`config.mk`:
```
export PLATFORM = sky130hd
export DESIGN_NAME = t01_button_event_ctrl
export DESIGN_NICKNAME = d
export VERILOG_FILES = /design/src/rtl/t01_btn_pkg.sv /design/src/rtl/t01_btn_filter.sv /design/src/rtl/t01_button_event_ctrl.sv
export SDC_FILE = /design/constraint.sdc
export NUM_CORES = 1
export LEC_CHECK = 0
export ABC_AREA = 0
export BUFFER_PORTS_ARGS = -buffer_cell sky130_fd_sc_hd__buf_2
export CORE_ASPECT_RATIO = 0.5
export CORE_MARGIN = 5
export CORE_UTILIZATION = 35
export DETAILED_ROUTE_END_ITERATION = 10
export GPL_TIMING_DRIVEN = 0
export SLEW_MARGIN = 20
export SYNTH_ARGS = -nofsm -noshare
export SYNTH_HDL_FRONTEND = slang
export SYNTH_SLANG_ARGS = --single-unit
```
`constraint.sdc`:
```
create_clock -name clk -period 5.2 [get_ports clk]
set_clock_uncertainty 0.05 [all_clocks]
set_input_delay 0.26 -clock clk [delete_from_list [all_inputs] [get_ports clk]]
set_output_delay 0.26 -clock clk [all_outputs]
set_load 0.02 [all_outputs]
```
`src/rtl/t01_btn_pkg.sv`:
```
// t01_btn_pkg: shared scheduler state type and width helper for the button event controller
package t01_btn_pkg;
  typedef enum logic {IDLE, OFFER} sched_state_e;
  function automatic int w_of(input int n);
    return (n < 2) ? 1 : $clog2(n);
  endfunction
endpackage

```
`src/rtl/t01_btn_filter.sv`:
```
// t01_btn_filter: 2-flop synchronizer plus stable-count debounce with a one-cycle press pulse
module t01_btn_filter
  import t01_btn_pkg::*;
#(
  parameter int STABLE_TICKS = 3
) (
  input  logic clk,
  input  logic nrst,
  input  logic tick,
  input  logic pb,
  output logic btn_state,
  output logic press
);
  localparam int CW = w_of(STABLE_TICKS + 1);
  localparam logic [CW-1:0] LAST = CW'(STABLE_TICKS - 1);
  logic [1:0] sync;
  logic [CW-1:0] cnt;
  logic flip;
  assign flip = tick && (sync[1] != btn_state) && (cnt == LAST);
  assign press = flip && !btn_state;
  always_ff @(posedge clk or negedge nrst)
    if (!nrst) begin
      sync <= '0;
      cnt <= '0;
      btn_state <= 1'b0;
    end else begin
      sync <= {sync[0], pb};
      if (tick) cnt <= (sync[1] == btn_state || flip) ? '0 : cnt + 1'b1;
      if (flip) btn_state <= !btn_state;
    end
endmodule

```
`src/rtl/t01_button_event_ctrl.sv`:
```
// t01_button_event_ctrl: shared tick divider, per-button debounce and round-robin press event port
module t01_button_event_ctrl
  import t01_btn_pkg::*;
#(
  parameter int N_BTN        = 4,
  parameter int TICK_DIV     = 250000,
  parameter int STABLE_TICKS = 3
) (
  input  logic                    clk,
  input  logic                    nrst,
  input  logic                    en,
  input  logic [N_BTN-1:0]        pb,
  output logic [N_BTN-1:0]        btn_state,
  output logic                    evt_valid,
  output logic [w_of(N_BTN)-1:0]  evt_id,
  input  logic                    evt_ready,
  output logic                    overrun
);
  localparam int IW = w_of(N_BTN);
  localparam int TW = w_of(TICK_DIV);
  logic [TW-1:0] tcnt;
  logic tick;
  logic [N_BTN-1:0] press, pending, clr;
  logic [IW-1:0] rr_ptr, rr_d, id_d, pick;
  logic found, accept;
  int j;
  sched_state_e state, state_d;
  assign tick = en && (tcnt == TW'(TICK_DIV - 1));
  always_ff @(posedge clk or negedge nrst)
    if (!nrst) tcnt <= '0;
    else tcnt <= (!en || tick) ? '0 : tcnt + 1'b1;
  for (genvar g = 0; g < N_BTN; g++) begin : g_flt
    t01_btn_filter #(.STABLE_TICKS(STABLE_TICKS)) u_flt (
      .clk(clk), .nrst(nrst), .tick(tick), .pb(pb[g]),
      .btn_state(btn_state[g]), .press(press[g])
    );
  end
  assign evt_valid = (state == OFFER);
  assign accept = evt_valid && evt_ready;
  assign clr = accept ? (N_BTN'(1) << evt_id) : '0;
  // Scan downward so the nearest set bit at or after rr_ptr is the last one written.
  always_comb begin
    pick = '0;
    found = 1'b0;
    j = 0;
    for (int k = N_BTN - 1; k >= 0; k--) begin
      j = int'(rr_ptr) + k;
      if (j >= N_BTN) j -= N_BTN;
      if (pending[j]) begin
        found = 1'b1;
        pick = IW'(j);
      end
    end
  end
  always_comb begin
    state_d = state;
    id_d = evt_id;
    rr_d = rr_ptr;
    if (state == IDLE && found) begin
      state_d = OFFER;
      id_d = pick;
    end else if (accept) begin
      state_d = IDLE;
      rr_d = (evt_id == IW'(N_BTN - 1)) ? '0 : evt_id + 1'b1;
    end
  end
  always_ff @(posedge clk or negedge nrst)
    if (!nrst) begin
      state <= IDLE;
      evt_id <= '0;
      rr_ptr <= '0;
      pending <= '0;
      overrun <= 1'b0;
    end else begin
      state <= state_d;
      evt_id <= id_d;
      rr_ptr <= rr_d;
      pending <= (pending & ~clr) | press;
      overrun <= |(press & pending & ~clr);
    end
endmodule
```
* Yosys cells after proc, flatten, opt, wreduce, memory -nomap -nowiden
Index checks and enable logic that the tools add are counted.
Storage, ports and cells: word-level logic and storage cells 122, register bits after elaboration 48, output and inout bits 8
Cells by class: muxes and demuxes 33, reductions and logical operators 28, add/subtract/negate cells 13, bitwise logic cells 7, $lt $le $gt $ge 8, equality and inequality tests 14, shifts and indexed selects 1
Operators by type and width (count):
- less-than comparator 32 x 4 -> 1 bit (second input constant) | 4
- two-way mux 32 bit | 4
- adder 18 x 1 -> 18 bit (second input constant) | 1
- equality test 18 bit (second input constant) | 1
- two-way mux 18 bit | 1
- two-way mux 2 bit | 9
- logical AND 1 bit | 15
- two-way mux 1 bit | 14
- AND 4 bit | 3
- subtractor 3 x 3 -> 4 bit (second input constant) | 3
- adder 2 x 1 -> 2 bit (second input constant) | 5
- equality test 2 bit (second input constant) | 5
- >= comparator 3 bit (second input constant) | 3
- binary-select mux 1 bit (select 2 bit) | 4
- adder 2 x 2 -> 3 bit (second input constant) | 2
- zero test 1 bit | 5
- logical OR 1 bit | 5
- equality test 1 bit | 4
- two-way mux 4 bit | 1
- != test 1 bit | 4
- inverter 4 bit | 1
- bitwise OR 4 bit | 1
- OR reduction 4 bit | 1
- << shifter 1 x 2 -> 4 bit (first input constant) | 1
- 6 further kinds | 7

* Logic depth before layout (Yosys ltp)
depth after elaboration 13, gate-level depth with buffers 6

* Cells and area by module
Synthesis repeated with hierarchy kept, for this count alone.
Second synthesis, totals: cells, all modules 209, area, all modules 2311.0 sq um
By module, submodules not included:
- t01_button_event_ctrl | instances 1, area each 1485.2 sq um, cells each 145
- t01_btn_filter | instances 4, area each 206.4 sq um, cells each 16

* Least setup slack after synthesis
Ideal clock, no wire load.
kind reg-to-reg, from reg tcnt[8], to reg g_flt[0].u_flt.cnt[1], period minus slack after synthesis 1866 ps, required time 5025 ps, data arrival time 1691 ps, stages on the path, launching flop included 6, setup slack 3334 ps, library setup time 125 ps, path through dfrtp_1 nand4bb_2 nor4_4 nand3_4 buf_6 mux2_4
On the way: cells in the longest elaborated chain, start to end 6
RTL lines:
- start, declared | line t01_button_event_ctrl.sv:21 | logic [TW-1:0] tcnt;
- start signal, assigned | line t01_button_event_ctrl.sv:31 | else tcnt <= (!en || tick) ? '0 : tcnt + 1'b1;
- equality test 18 bit (*) | line t01_button_event_ctrl.sv:28 | assign tick = en && (tcnt == TW'(TICK_DIV - 1));
- logical AND 1 bit (*) | line t01_button_event_ctrl.sv:28
- logical AND 1 bit (2 in series) | line t01_btn_filter.sv:19 | assign flip = tick && (sync[1] != btn_state) && (cnt == LAST);
- logical OR 1 bit | line t01_btn_filter.sv:28 | if (tick) cnt <= (sync[1] == btn_state || flip) ? '0 : cnt + 1'b1;
- two-way mux 2 bit | line t01_btn_filter.sv:28
- end signal, assigned | line t01_btn_filter.sv:28
- end, declared | line t01_btn_filter.sv:17 | logic [CW-1:0] cnt;
Mark *: on every way between the ends. The rest lies on a longest branch, timed or not. A chain may end at the register's enable or synchronous reset.

* Worst setup path in the final report
from reg tcnt[8], to reg tcnt[9]
On the way: cells in the longest elaborated chain, start to end 4
RTL lines (line):
- parallel branches: the longest is 3 deep, another holds adder 18 x 1 -> 18 bit
- two-way mux 18 bit (*) | t01_button_event_ctrl.sv:31
Every way passes the cells marked *.

==> results.toml <==
[cts]
cts-buffers-inserted = 5
max-clock-path-buffers = 2
clock_latency_ns = 0.29
htree_num_levels = 2
post_cts_resized = 0
cts.clk_slew.worst_paths_ns = 0.07
cts_sinks = 48
cts-root-buf = "clkbuf_16"
cts_tree = "built"

[placement]
hpwl_um = 3166
numPortBuffers = 15
place_congestion = 0.7654
place_ws_ns = 3.046
dpl.cell_count = 332
post_dp_cell_area_um2 = 2664

[global_route]
gr-total-overflow = 0
antenna_found_initial = 0
grt_pass1_vias = 1763
grt_start_max_net_pins = 49
grt_pass1_wl_um = 8004
grtUsageTotal_pct = 10.95

[critical_path]
cp.required_ns = 5.32
cp.arrival_ns = 2.25
crit_path_max_fanout = 10
start_kind = "register"
critPathSlowestCell = "nor4_4"
end_kind = "register"
critPathMaxStageDelay_ns = 0.62
crit_type = "reg -> reg"
crit_chain = "nand4bb_2 -> nor4_4 -> a21o_2 -> buf_2 -> nor2_1"

[power]
cellPowerDensity_nw_per_um2 = 256.3
fin_total_pwr_mw = 0.7213
ir_worst_vdd_uv = 109.3
p_leak_nw = 1.193

[routing]
drt-pass1-iter-count = 4
ant_nets = 0
vias = 1667
wirelength_um = 4452
first_iter_violations = 60
drt-wirelength-per-cell_um = 13.09
drc_errors = 0
viasPerCell = 4.903

[timing]
setup_viol = 0
tns_ns = 0
hold_viol = 0
fin_crit_sh_pct = 40.84
fin_crit_ns = 2.123
rsz0062_at_grt = "false"
slew_headroom_pct = 53.52
whs_ns = 0.02634
worstMarginPinSlew_ns = 0.6921
fmax_ghz = 0.4709
slew_violations = 0
layout_setup_ws_ns = 3.077

[layout]
fin_cells = 340
diodes = 0
finish.instance_area_um2 = 2814
final_core_util_pct = 41.51
drive_above_1_share_pct = 22.58
layout.nets = 265
syn_to_final_growth_pct = 13.76
final_common_cell = "dfrtp_1"
final_cell_mix = "48 x dfrtp_1, 33 x nor2_1, 15 x buf_2"

[run_status]
outcome = "finished, final reports clean"

[synthesis]
async_reset_ff_share_pct = 100.0
ys_ff_latch = 48
ys_types = 42
synth.yosys.warnings = 0
synth_seq_area_share_pct = 48.56
synth_area_leaders = "dfrtp_1 49%, nor2_1 5.0%, xnor2_1 4.6%"
synthesis.area_um2 = 2474
synth_area_per_cell_um2 = 10.99
synth_edf_count = 0
synth_top_area_cell = "dfrtp_1"
synth-main-ff-cell = "dfrtp_1"
synth_top_cell_area_share_pct = 48.56
mappedNetlistNets = 242
synthCells = 225

[floorplan]
coreArea_um2 = 6779
pin_count = 16
die_h_um = 69.45
die_area_um2 = 8951
die_w_um = 128.9
row_count = 21
start_util_pct = 36.49

[hold_path]
worst_hold_path_type = "in -> reg"

[run]
cap_violations = 0
-- metal layers --
layer | up-vias | wire (µm) | global-route usage, % | share of wire, %
met5 | - | 0 | 0 | 0
met4 | 0 | 81 | 4.657 | 1.8
met3 | 8 | 107 | 2.769 | 2.4
met2 | 15 | 2141 | 18.06 | 48
met1 | 820 | 2121 | 13.58 | 48
li1 | 824 | - | - | -
-- cells in the mapped netlist, drive strengths merged (2+ instances only) --
| cell | instances |
|---|---|
| a41oi | 2 |
| dfrtp | 48 |
| nand2 | 14 |
| o21bai | 3 |
| mux2 | 15 |
| o31ai | 2 |
| a21oi | 3 |
| nand2b | 5 |
| nand4 | 10 |
| a2111oi | 2 |
| nor2b | 5 |
| o21ai | 2 |
| xnor2 | 13 |
| nor3 | 6 |
| buf | 6 |
| nand3 | 9 |
| inv | 12 |
| nor2 | 34 |
| ha | 9 |
| xor2 | 3 |
| mux2i | 3 |
| nor4 | 7 |
-- state kept, by name (all words and copies together) (netlist names) --
signal	cells
evt_id	2
g_flt.u_flt.sync	8
evt_valid	1
g_flt.u_flt.btn_state	4
rr_ptr	2
pending	4
g_flt.u_flt.cnt	8
tcnt	18
overrun	1
-- where the power goes --
part           internal [mW]  total (mW)  switching (mW)
Clock                  0.175       0.314           0.140
Combinational        0.00770      0.0232          0.0155
Sequential             0.379       0.384         0.00472
Total                  0.561       0.721           0.160
-- cell type report --
type | instances | area (µm²)
Sequential cell | 48 | 1201
Timing Repair Buffer | 16 | 87.58
Inverter | 12 | 45.04
Tap cell | 92 | 115.1
Multi-Input combinational cell | 158 | 1177
Fill cell | 644 | 3965
Clock inverter | 2 | 12.51
Buffer | 7 | 50.05
Clock buffer | 5 | 125.1
-- logic make-up after synthesis --
kind of cell | synth area share (%)
AO/OA/AOI/OAI | 6.020
XOR/XNOR | 5.665
adder cells (fa/ha/maj) | 4.552
buffers and inverters | 3.844
flip-flops | 48.56
multiplexers | 8.801
AND/OR/NAND/NOR | 22.56
-- timing repair --
item,in CTS,in global routing
hold buffers,0,1
setup buffers,0,0
hold endpoints to repair,0,10
-- final timing paths --
path | slack (ns) | from | to | cells past startpoint
hold / removal | 0.03 | pb[2] | g_flt[2].u_flt.sync[0]$_DFF_PN0_ | 1
max in group asynchronous | 4.21 | nrst | g_flt[0].u_flt.sync[0]$_DFF_PN0_ | 2
min in group asynchronous | 0.47 | nrst | tcnt[1]$_DFF_PN0_ | 2
hold reg to reg | 0.29 | g_flt[0].u_flt.sync[0]$_DFF_PN0_ | g_flt[0].u_flt.sync[1]$_DFF_PN0_ | 0
setup / recovery | 3.08 | tcnt[8]$_DFF_PN0_ | tcnt[9]$_DFF_PN0_ | 5
setup reg to reg | 3.08 | tcnt[8]$_DFF_PN0_ | tcnt[9]$_DFF_PN0_ | 5
-- critical path: cells and delay by family (launching register included) --
family	cells	cell delay, ns
simple gates	3	0.98
flops	1	0.44
compound gates	1	0.29
buf+inv	1	0.25
Power figures use the tool's default switching activity.
